===== config.mk =====
export PLATFORM = sky130hd
export DESIGN_NAME = data_path_flat
export DESIGN_NICKNAME = d
export VERILOG_FILES = /design/src/rtl/data_path_pkg.sv /design/src/rtl/data_path_if.sv /design/src/rtl/data_path_add_sub.sv /design/src/rtl/data_path.sv /design/src/flat_wrapper.sv
export SDC_FILE = /design/constraint.sdc
export NUM_CORES = 1
export LEC_CHECK = 0
export CORE_MARGIN = 3
export CORE_UTILIZATION = 50
export DETAILED_ROUTE_END_ITERATION = 8
export HOLD_SLACK_MARGIN = 0.12
export PLACE_DENSITY = 0.79
export REMOVE_ABC_BUFFERS = 1
export SLEW_MARGIN = 40
export SYNTH_ARGS = -nofsm -noshare
export SYNTH_HDL_FRONTEND = slang
export SYNTH_SLANG_ARGS = --single-unit

===== constraint.sdc =====
create_clock -name clk -period 4 [get_ports clk]
set_input_delay 0.8 -clock clk [delete_from_list [all_inputs] [get_ports clk]]
set_output_delay 0.8 -clock clk [all_outputs]
set_load 0.05 [all_outputs]

===== src/rtl/data_path_pkg.sv =====
// Constants shared by control_path and data_path.
// The Y next-value select encoding and the S value that ends enumeration.
package data_path_pkg;

  typedef enum logic [1:0] {
    Y_SEL_ADD_S = 2'd0,
    Y_SEL_DEC   = 2'd1,
    Y_SEL_SHL   = 2'd2,
    Y_SEL_ADD_X = 2'd3
  } y_sel_e;

  localparam int S_TARGET = 6;

endpackage : data_path_pkg


===== src/rtl/data_path_if.sv =====
// Control strobes from control_path and status/data returned by data_path.
// y_valid is a one-cycle strobe with no ready: the consumer must take y in that cycle.
interface data_path_if #(
  parameter int W  = 8,
  parameter int SW = 4
);

  logic [W-1:0]  x;
  logic [1:0]    y_select_next;
  logic          y_en;
  logic          y_store_x;
  logic [1:0]    s_step;
  logic          s_add;
  logic          s_en;
  logic          s_zero;

  logic [W-1:0]  y;
  logic [SW-1:0] s;
  logic          sIs6;
  logic          ovf;
  logic          y_valid;
  logic          s_wrap;

  modport master (
    output x, y_select_next, y_en, y_store_x, s_step, s_add, s_en, s_zero,
    input  y, s, sIs6, ovf, y_valid, s_wrap
  );

  modport slave (
    input  x, y_select_next, y_en, y_store_x, s_step, s_add, s_en, s_zero,
    output y, s, sIs6, ovf, y_valid, s_wrap
  );

endinterface : data_path_if


===== src/rtl/data_path_add_sub.sv =====
// Width-parameterized adder/subtractor computed in WIDTH+1 bits.
// carry is the carry-out on add and the borrow on subtract.
module add_sub #(
  parameter int WIDTH = 8
) (
  input  logic [WIDTH-1:0] a,
  input  logic [WIDTH-1:0] b,
  input  logic             sub,
  output logic [WIDTH-1:0] result,
  output logic             carry
);

  logic [WIDTH:0] full;

  always_comb begin
    full = '0;
    if (sub) full = {1'b0, a} - {1'b0, b};
    else     full = {1'b0, a} + {1'b0, b};
  end

  assign result = full[WIDTH-1:0];
  assign carry  = full[WIDTH];

endmodule : add_sub


===== src/rtl/data_path.sv =====
// Datapath executing control_path strobes: accumulator Y, step register S,
// sticky overflow and the registered sIs6 status that ends enumeration.
module data_path
  import data_path_pkg::*;
#(
  parameter int W  = 8,
  parameter int SW = 4
) (
  input logic       clk,
  input logic       rst,
  data_path_if.slave dp
);

  logic [W-1:0]  y_q, y_d;
  logic [SW-1:0] s_q, s_d;
  logic          ovf_q, ovf_d;
  logic          y_valid_q, y_valid_d;
  logic          s_wrap_q, s_wrap_d;

  y_sel_e        y_sel;
  logic [W-1:0]  y_b;
  logic          y_sub;
  logic [W-1:0]  y_sum;
  logic          y_carry;
  logic [SW-1:0] s_b;
  logic [SW-1:0] s_sum;
  logic          s_carry;

  assign y_sel = y_sel_e'(dp.y_select_next);
  assign s_b   = SW'(dp.s_step);

  add_sub #(.WIDTH(SW)) u_s_add_sub (
    .a      (s_q),
    .b      (s_b),
    .sub    (~dp.s_add),
    .result (s_sum),
    .carry  (s_carry)
  );

  // Select 0 reads the pre-edge S, so S updates in the same cycle do not leak in.
  always_comb begin
    y_b   = '0;
    y_sub = 1'b0;
    case (y_sel)
      Y_SEL_ADD_S: y_b = W'(s_q);
      Y_SEL_DEC: begin
        y_b   = W'(1);
        y_sub = 1'b1;
      end
      Y_SEL_ADD_X: y_b = dp.x;
      default:     y_b = '0;
    endcase
  end

  add_sub #(.WIDTH(W)) u_y_add_sub (
    .a      (y_q),
    .b      (y_b),
    .sub    (y_sub),
    .result (y_sum),
    .carry  (y_carry)
  );

  always_comb begin
    y_d       = y_q;
    ovf_d     = ovf_q;
    y_valid_d = dp.y_store_x | dp.y_en;
    if (dp.y_store_x) begin
      y_d   = dp.x;
      ovf_d = 1'b0;
    end else if (dp.y_en) begin
      if (y_sel == Y_SEL_SHL) begin
        y_d   = {y_q[W-2:0], 1'b0};
        ovf_d = ovf_q | y_q[W-1];
      end else begin
        y_d   = y_sum;
        ovf_d = ovf_q | y_carry;
      end
    end
  end

  // s_zero is a plain level each cycle; a latched s_zero simply keeps S at 0.
  always_comb begin
    s_d      = s_q;
    s_wrap_d = 1'b0;
    if (dp.s_zero) begin
      s_d = '0;
    end else if (dp.s_en) begin
      s_d      = s_sum;
      s_wrap_d = s_carry;
    end
  end

  always_ff @(posedge clk) begin
    if (!rst) begin
      y_q       <= '0;
      s_q       <= '0;
      ovf_q     <= 1'b0;
      y_valid_q <= 1'b0;
      s_wrap_q  <= 1'b0;
    end else begin
      y_q       <= y_d;
      s_q       <= s_d;
      ovf_q     <= ovf_d;
      y_valid_q <= y_valid_d;
      s_wrap_q  <= s_wrap_d;
    end
  end

  assign dp.y       = y_q;
  assign dp.s       = s_q;
  assign dp.sIs6    = (s_q == SW'(S_TARGET));
  assign dp.ovf     = ovf_q;
  assign dp.y_valid = y_valid_q;
  assign dp.s_wrap  = s_wrap_q;

endmodule : data_path


===== src/flat_wrapper.sv =====
// flat-port wrapper written by rule: the top's interface ports become plain ports
module data_path_flat import data_path_pkg::*;
#(
  parameter int W  = 8,
  parameter int SW = 4
)
  (clk, rst, dp_x, dp_y_select_next, dp_y_en, dp_y_store_x, dp_s_step, dp_s_add, dp_s_en, dp_s_zero, dp_y, dp_s, dp_sIs6, dp_ovf, dp_y_valid, dp_s_wrap);
  data_path_if #(.W(W), .SW(SW)) dp_i ();
  input logic clk;
  input logic rst;
  input wire logic [$bits(dp_i.x)-1:0] dp_x;
  input wire logic [$bits(dp_i.y_select_next)-1:0] dp_y_select_next;
  input wire logic [$bits(dp_i.y_en)-1:0] dp_y_en;
  input wire logic [$bits(dp_i.y_store_x)-1:0] dp_y_store_x;
  input wire logic [$bits(dp_i.s_step)-1:0] dp_s_step;
  input wire logic [$bits(dp_i.s_add)-1:0] dp_s_add;
  input wire logic [$bits(dp_i.s_en)-1:0] dp_s_en;
  input wire logic [$bits(dp_i.s_zero)-1:0] dp_s_zero;
  output wire logic [$bits(dp_i.y)-1:0] dp_y;
  output wire logic [$bits(dp_i.s)-1:0] dp_s;
  output wire logic [$bits(dp_i.sIs6)-1:0] dp_sIs6;
  output wire logic [$bits(dp_i.ovf)-1:0] dp_ovf;
  output wire logic [$bits(dp_i.y_valid)-1:0] dp_y_valid;
  output wire logic [$bits(dp_i.s_wrap)-1:0] dp_s_wrap;
  assign dp_i.x = dp_x;
  assign dp_i.y_select_next = dp_y_select_next;
  assign dp_i.y_en = dp_y_en;
  assign dp_i.y_store_x = dp_y_store_x;
  assign dp_i.s_step = dp_s_step;
  assign dp_i.s_add = dp_s_add;
  assign dp_i.s_en = dp_s_en;
  assign dp_i.s_zero = dp_s_zero;
  assign dp_y = dp_i.y;
  assign dp_s = dp_i.s;
  assign dp_sIs6 = dp_i.sIs6;
  assign dp_ovf = dp_i.ovf;
  assign dp_y_valid = dp_i.y_valid;
  assign dp_s_wrap = dp_i.s_wrap;
  data_path #(.W(W), .SW(SW)) u_core (.clk(clk), .rst(rst), .dp(dp_i));
endmodule

After elaboration in Yosys (flattened, before gate mapping):

Index checks and enable logic that the tools add are counted.

* add/sub/neg operators: 4
* equality and inequality tests: 4
* muxes and demuxes: 8
* bitwise operators: 5
* reduce and logical (&&, ||, !) cells: 5

Operators by type and width (count)
* $mux 8: 3
* $pmux 8 s3: 1
* $add 8x8->9: 1
* $mux 9: 1
* $sub 8x8->9: 1
* $add 4x2->5: 1
* $mux 5: 1
* $sub 4x2->5: 1
* $eq 2x2->1 const B: 2
* $eq 4x3->1 const B: 1
* $reduce_or 2->1: 2
* $or 1x1->1: 3
* $reduce_or 3->1: 1
* $eq 2x1->1 const B: 1
* $logic_not 2->1: 1
* $mux 1: 2
* $not 1->1: 2
* $reduce_bool 2->1: 1

* flip-flop bits (word level): 15
* word-level logic and storage cells: 31

Logic depth before layout (Yosys ltp):

Gate-level depths: netlist (run 1).

* word-level depth: 7
* mapped depth: 15
* gate-level depth less buffers: 14

Cells and area by module:

From an unflattened synthesis (run 1), not the netlist that was laid out.

* cells, all modules: 199
* area total of the unflattened synthesis: 1610.3 µm²

By module, submodules not included
* data_path: instances 1, cells each 100, area an instance 842.1 µm², seq. area each 300.3 µm²
* add_sub at u_core.u_y_add_sub: instances 1, cells each 72, area an instance 559.3 µm², seq. area each 0.0 µm²
* add_sub at u_core.u_s_add_sub: instances 1, cells each 27, area an instance 209.0 µm², seq. area each 0.0 µm²

Least setup slack after synthesis (run 1):

Ideal clock, no wire load.

* kind: input to register
* start: in dp_y_select_next[0]
* end: reg u_core.y_q[7] (netlist: u_core.dp.y[7])
* library setup time: 115 ps
* data arrival time: 3585 ps
* required time: 3885 ps
* path slack: 300 ps
* stages: 15
* path buffers: 2
* cell sequence: buf_6 clkbuf_1 and2_1 a22oi_1 ha_1 o2111a_2 and4_4 o31a_1 nor2_1 ha_1 and3_1 a221oi_1 a211o_1 nand3_1 o21ba_2

* word-level cells in the longest chain between the ends: 7
* elaborated cells between the ends (all ways): 12
* classes of those cells: add/sub: 2; eq/ne: 3; mux: 6; reduce/logical: 1

RTL lines
* from (decl): line flat_wrapper.sv:12 `input wire logic [$bits(dp_i.y_select_next)-1:0] dp_y_select_next;`
* $eq 2x2->1 (tied with other cells): line data_path.sv:44 `case (y_sel)`
* $pmux 8 s3: line data_path.sv:44
* $add 8x8->9 / $sub 8x8->9 (equally long branches): line data_path_add_sub.sv:18, data_path_add_sub.sv:17
* $mux 9: line data_path_add_sub.sv:17 `if (sub) full = {1'b0, a} - {1'b0, b};`
* $mux 8 (*): line data_path.sv:71 `if (y_sel == Y_SEL_SHL) begin`
* $mux 8 (*): line data_path.sv:70 `end else if (dp.y_en) begin`
* $mux 8 (*): line data_path.sv:67 `if (dp.y_store_x) begin`
* to (signal assigned): line data_path.sv:101 `y_q <= y_d;`
* to (decl): line data_path.sv:14 `logic [W-1:0] y_q, y_d;`

Mark *: on every way between the ends. The rest lies on a longest branch, timed or not. The select of a mux whose other input is x is not followed.
A chain may end at the register's enable or synchronous reset.

Worst setup path after layout (run 1):

* start: in dp_y_select_next[1]
* end: reg u_core.y_q[7] (netlist: u_core.dp.y[7])

Same word-level chain as after synthesis.

==> metrics.txt, run 1 <==
outcome=complete, no violations; Worst Setup End Kind=register; unrepaired setup endpoints after global routing=false; Setup WS post-layout=0.310 ns; yosys warns=0; Worst-Margin Slew=0.684 ns; number of global-route vias before repair=1575; Slew HR=0.543; mux contribution to synthesized area=0.0460; worst r2r path cells=14; Min-Delay Path Class=reg -> reg; port buffer count=34; Total GRT Usage=0.251; Seq cells post-synth=15; Compound-Gate Fraction of Synth Area=0.269; H-tree Lvls=1; CTS buffer count=3; largest net degree at the start of global routing=19; Synth Area in Adders=0.139; Max Cap Viol=0; initial antenna violation count=0; DRC=0; synth unique cells=54; Worst-Skew Late Latency=0.29 ns; cell mode on critical path=ha_1; pwr/cell area=286 nW/um2; Worst EP required=4.19 ns; final number of max-transition violations=0; Worst EP arrival=3.88 ns; fin area=1990 um2; post-route minimum period=3.69 ns; Root Buffer=clkbuf_4; Row Count=19; Synth area leaders=dfxtp_1, ha_1, nor2_1, a21oi_1, nand2b_1; CTS tree=done; synthesized area=1550 um2; Synth Area in Simple Gates=0.258; worst setup path category=in -> reg; Post-CTS Hold Fix Bufs=0; share of cells above drive strength 1=0.0902; part of the cycle the worst path needs=0.923; Die ar.=3800 um2; first-pass GRT wire length=7200 um; dpl ws=0.0266 ns; clock skew=0.00484 ns; Final GP Congestion=0.923; total power=568 uW; P&R area growth vs syn=28.1%; post-route setup TNS=0 ns; EDFF count, synth=0; Critical Path, Cell by Cell=clkdlybuf4s50_1 -> and2_1 -> a22oi_1 -> ha_1 -> o2111a_2 -> and4_4 -> o31a_1 -> nor2_1 -> ha_1 -> and3_1 -> a221oi_1 -> a211o_1 -> nand3_1 -> o21ba_2; Pleak=0.839 nW; dpl hpwl=3490 um; final setup fails=0; DRT antenna net count=0; Die Width=61.7 um; Critical Path Source Type=input pin; # diodes=0; Most used DFF post-synth=dfxtp_1; Ports=35; Core Area=2850 um2; routed wire length per instance=16.3 um; initial drt markers=106; DP Area=1960 um2; final hold violations=0; Initial Utilization=0.543; worst-case clock buffer depth=2; DR vias=1702; Syn Inst Count=205; slowest cell on the critical path=clkdlybuf4s50_1; vias per cell=6.19; clock-pin transition on the worst setup and hold timing paths=0.11 ns; die height=61.7 um; Post-CTS Setup Bufs=0; Final nets=280; Synth async-reset ratio=0; Avg Cell Area, Syn=7.56 um2; Post-Synth XOR/XNOR Area=0.0452; crit path max fanout=9; hold path depth=2; Sink Count=15; Routed WL=4480 um; Synth top area share=0.194; Critical Path Max Stage Delay=0.63 ns; Post-CTS Resized=0; gr ovfl total=0; largest family of logic cells by synthesized area=compound AO/OA/AOI/OAI gates; Peak supply drop=0.175 mV; sequential fraction of the synthesis area=0.194; f_max=0.271 GHz; first-pass iteration count of the detailed router=5; Synth area leader=dfxtp_1
-- cell families after synthesis --
family / after synthesis
flops: 15
simple gates: 80
compound gates: 62
fa+ha+maj: 16
xor+xnor: 8
mux: 7
buf+inv: 17
-- critical path, delay by kind of cell --
family,cells,cell delay [ns]
AOI/OAI and AO/OA,6,1.23
adders and majority gates,2,0.49
buffers and inverters,1,0.63
and+or+nand+nor,5,0.74
-- state kept, by name, summed over array words and instances (netlist names) --
register,count
u_core.dp.s_wrap,1
u_core.dp.y_valid,1
u_core.dp.ovf,1
u_core.dp.s,4
u_core.dp.y,8
-- power by group --
| group | switching [mW] | internal (mW) | total (mW) |
|---|---|---|---|
| clock network | 0.0554 | 0.0371 | 0.0925 |
| logic | 0.167 | 0.134 | 0.301 |
| registers | 0.0139 | 0.161 | 0.174 |
-- final timing paths --
| path | start | end | slack (ns) |
|---|---|---|---|
| min | u_core.dp.y[3]$_SDFFE_PN0P_ | u_core.dp.y[4]$_SDFFE_PN0P_ | 0.55 |
| max reg2reg | u_core.dp.s[0]$_SDFFE_PP0P_ | u_core.dp.y[7]$_SDFFE_PN0P_ | 1.03 |
| max | dp_y_select_next[1] | u_core.dp.y[7]$_SDFFE_PN0P_ | 0.31 |
| min reg2reg | u_core.dp.y[3]$_SDFFE_PN0P_ | u_core.dp.y[4]$_SDFFE_PN0P_ | 0.55 |
-- layer usage --
metal,wire length (um),part of all wire,global-route usage
met5,0,0,0
met4,82,0.018,0.0879
met3,300,0.067,0.0356
met2,2230,0.50,0.422
met1,1860,0.42,0.327
-- cell usage in the layout (no fill, tap or decap), drive strengths merged, types with 8 or more instances in the layout --
master         netlist  routed
buf                  3      10
dfxtp               15      15
nand2b              11      11
clkdlybuf4s50        0      34
ha                  14      14
nand2               18      18
a21oi               17      17
nor2                27      27
inv                  8       8
o21ai               10      10
-- per-stage QoR --
stage	hold slack, ns	cells	util
after floorplan	0.712	196	-
after global placement	0.532	271	0.686
after detailed placement	0.530	271	0.686
after CTS	0.560	275	0.696
after global routing	0.610	275	0.696
final	0.553	275	0.696
-- Yosys cell counts, types with 3 or more instances --
master,instances
a21o_1,6
dfxtp_1,15
a211oi_1,3
nand3_1,5
o21ai_0,9
clkbuf_1,6
ha_1,14
xor2_1,3
inv_1,8
o211ai_1,3
a31oi_1,3
nand2b_1,11
a21oi_1,17
nor2_1,27
nor2b_1,3
nor3_1,3
nand2_1,18
xnor2_1,5
mux2i_1,6
-- layout make-up --
type | count | area, um2
Timing Repair Buffer | 44 | 415
Inverter | 8 | 30.0
Tap cell | 31 | 38.8
Multi-Input combinational cell | 173 | 1170
Clock inverter | 1 | 5.00
Fill cell | 242 | 867
Sequential cell | 15 | 300
Clock buffer | 3 | 22.5
Power figures use the tool's default switching activity.
==> run 2: changes to the inputs <==
Settings changed: ABC_AREA set to 1, CTS_CLUSTER_SIZE set to 30, PLACE_DENSITY 0.79 to 0.8.
==> run 2 against run 1 <==
Net effect:
- cell area is 4.7% lower
- largest power group unchanged
- hold slack got worse by 0.089 ns
- via count decreased by 7.9%
- first-iteration DRC count fell by 37%
==> metrics.txt, run 2 <==
vias per cell=5.37; most common cell after layout, fill and taps aside=nand2_1; worst setup path category=in -> reg; CTS tree=done; CP Launch Point=dp_y_select_next[1]; top-count cell post-synth=nand2_1; initial antenna violation count=0; final setup fails=0; Worst-Margin Slew=0.502 ns; sequential fraction of the synthesis area=0.198; EDFF count, synth=0; f_max=0.287 GHz; Worst EP required=4.16 ns; Root Buffer=clkbuf_4; Worst-Skew Late Latency=0.28 ns; unrepaired setup endpoints after global routing=false; Max Cap Viol=0; RR Startpoint=u_core.dp.s[1]$_SDFFE_PP0P_; number of global-route vias before repair=1360; Worst EP arrival=3.64 ns; Die ar.=3720 um2; first-pass iteration count of the detailed router=4; Synth top cells by count=nand2_1, inv_1, nor2_1; leading cell types in the layout, fill and taps excluded=nand2_1, clkdlybuf4s50_1, inv_1; hold path depth=2; Final GP Congestion=0.857; Core Util, Final=0.669; part of the cycle the worst path needs=0.870; die height=61.0 um; synthesized area=1510 um2; Hold Startpoint=u_core.dp.ovf$_SDFFE_PP0P_; dpl hpwl=2910 um; Synth area leader=dfxtp_1; H-tree Lvls=1; synth unique cells=38; gr ovfl total=0; Most used DFF post-synth=dfxtp_1; Critical Path Max Stage Delay=0.65 ns; Pleak=0.929 nW; Post-CTS Hold Fix Bufs=0; post-route minimum period=3.48 ns; pwr/cell area=287 nW/um2; clock-pin transition on the worst setup and hold timing paths=0.10 ns; final number of max-transition violations=0; Synth async-reset ratio=0; port buffer count=34; Slew HR=0.665; Critical Path Source Type=input pin; post-route setup TNS=0 ns; Seq cells post-synth=15; Peak supply drop=0.146 mV; crit path max fanout=15; worst-case clock buffer depth=2; slowest cell on the critical path=clkdlybuf4s50_1; CTS buffer count=3; largest net degree at the start of global routing=16; Sink Count=15; outcome=complete, no violations; share of cells above drive strength 1=0.107; P&R area growth vs syn=25.0%; Final nets=297; Post-CTS Resized=0; worst r2r path cells=18; clock skew=0.00326 ns; Synth top area share=0.198; initial drt markers=67; DRT antenna net count=0; Post-CTS Setup Bufs=0; Avg Cell Area, Syn=6.70 um2; Min-Delay Path Class=reg -> reg; routed wire length per instance=12.4 um; Worst Setup End Kind=register; Critical Path, Cell by Cell=clkdlybuf4s50_1 -> inv_2 -> nor2_4 -> inv_2 -> nand2_4 -> ha_1 -> inv_1 -> nor2_1 -> nand2_1 -> nor2_1 -> nor3_1 -> a21oi_1 -> ha_1 -> a21oi_1 -> o21a_1 -> nand2_1 -> nand2_1 -> nand2_1 -> o21bai_1 -> a21oi_1; yosys warns=0; DRC=0; Synth area leaders=dfxtp_1, nand2_1, ha_1, inv_1, a21oi_1; Ports=35; # diodes=0; Initial Utilization=0.535; Die Width=61.0 um; Total GRT Usage=0.213; final hold violations=0; DR vias=1567; max reg flops=8; first-pass GRT wire length=6130 um; Routed WL=3610 um; cell mode on critical path=nand2_1; Syn Inst Count=226; Core Area=2830 um2; Row Count=19
## run 2: worst paths after layout
kind / end / slack (ns)
worst max-delay path: u_core.dp.y[7]$_SDFFE_PN0P_ / 0.52
worst min-delay path: u_core.dp.ovf$_SDFFE_PP0P_ / 0.46
worst max register to register: u_core.dp.y[7]$_SDFFE_PN0P_ / 1.45
worst min register to register: u_core.dp.ovf$_SDFFE_PP0P_ / 0.46
## run 2: routing by layer
metal | global-route usage | share of wire | routed length, um | vias up
li1 | - | - | - | 815
met4 | 0.0372 | 0.0072 | 26 | 0
met1 | 0.320 | 0.50 | 1800 | 705
met3 | 0.00839 | 0.048 | 175 | 2
met2 | 0.343 | 0.45 | 1610 | 45
met5 | 0 | 0 | 0 | -
## run 2: critical path: cells and delay by family
kind	cells	cell delay, ns
compound gates	5	0.63
fa+ha+maj	2	0.49
buf+inv	4	0.95
simple gates	9	0.77
## run 2: logic make-up (layout without fill, tap and decap cells)
family,Yosys count,after routing,share of synthesized area
DFF,15,15,0.198
and+or+nand+nor,108,108,0.342
buffers and inverters,37,72,0.107
xor gates and xnor gates,6,6,0.0347
AOI/OAI and AO/OA,44,44,0.176
adders and majority gates,16,16,0.142
## run 2: cell type report
class / instances / area [um2]
multi-input cells: 174 / 1050
fillers: 257 / 936
repair buffers: 36 / 355
flip-flops and latches: 15 / 300
inverters: 32 / 120
well taps: 31 / 38.8
clock buffers: 4 / 26.3
## run 2: power by group
group          internal [mW]  switching (mW)
registers              0.160          0.0114
logic                  0.113           0.168
clock network         0.0386          0.0521
total                  0.312           0.231
## run 2: through the flow
stage	std cells	area [um2]	setup slack, ns	total power, mW	hold WS, ns
detailed placement	288	1870	0.243	0.453	0.453
CTS	292	1890	0.549	0.547	0.471
global route	292	1890	0.248	0.589	0.484
global placement	288	1870	0.331	0.451	0.449
floorplan	221	1470	0.855	0.373	0.683
finish	292	1890	0.518	0.543	0.464
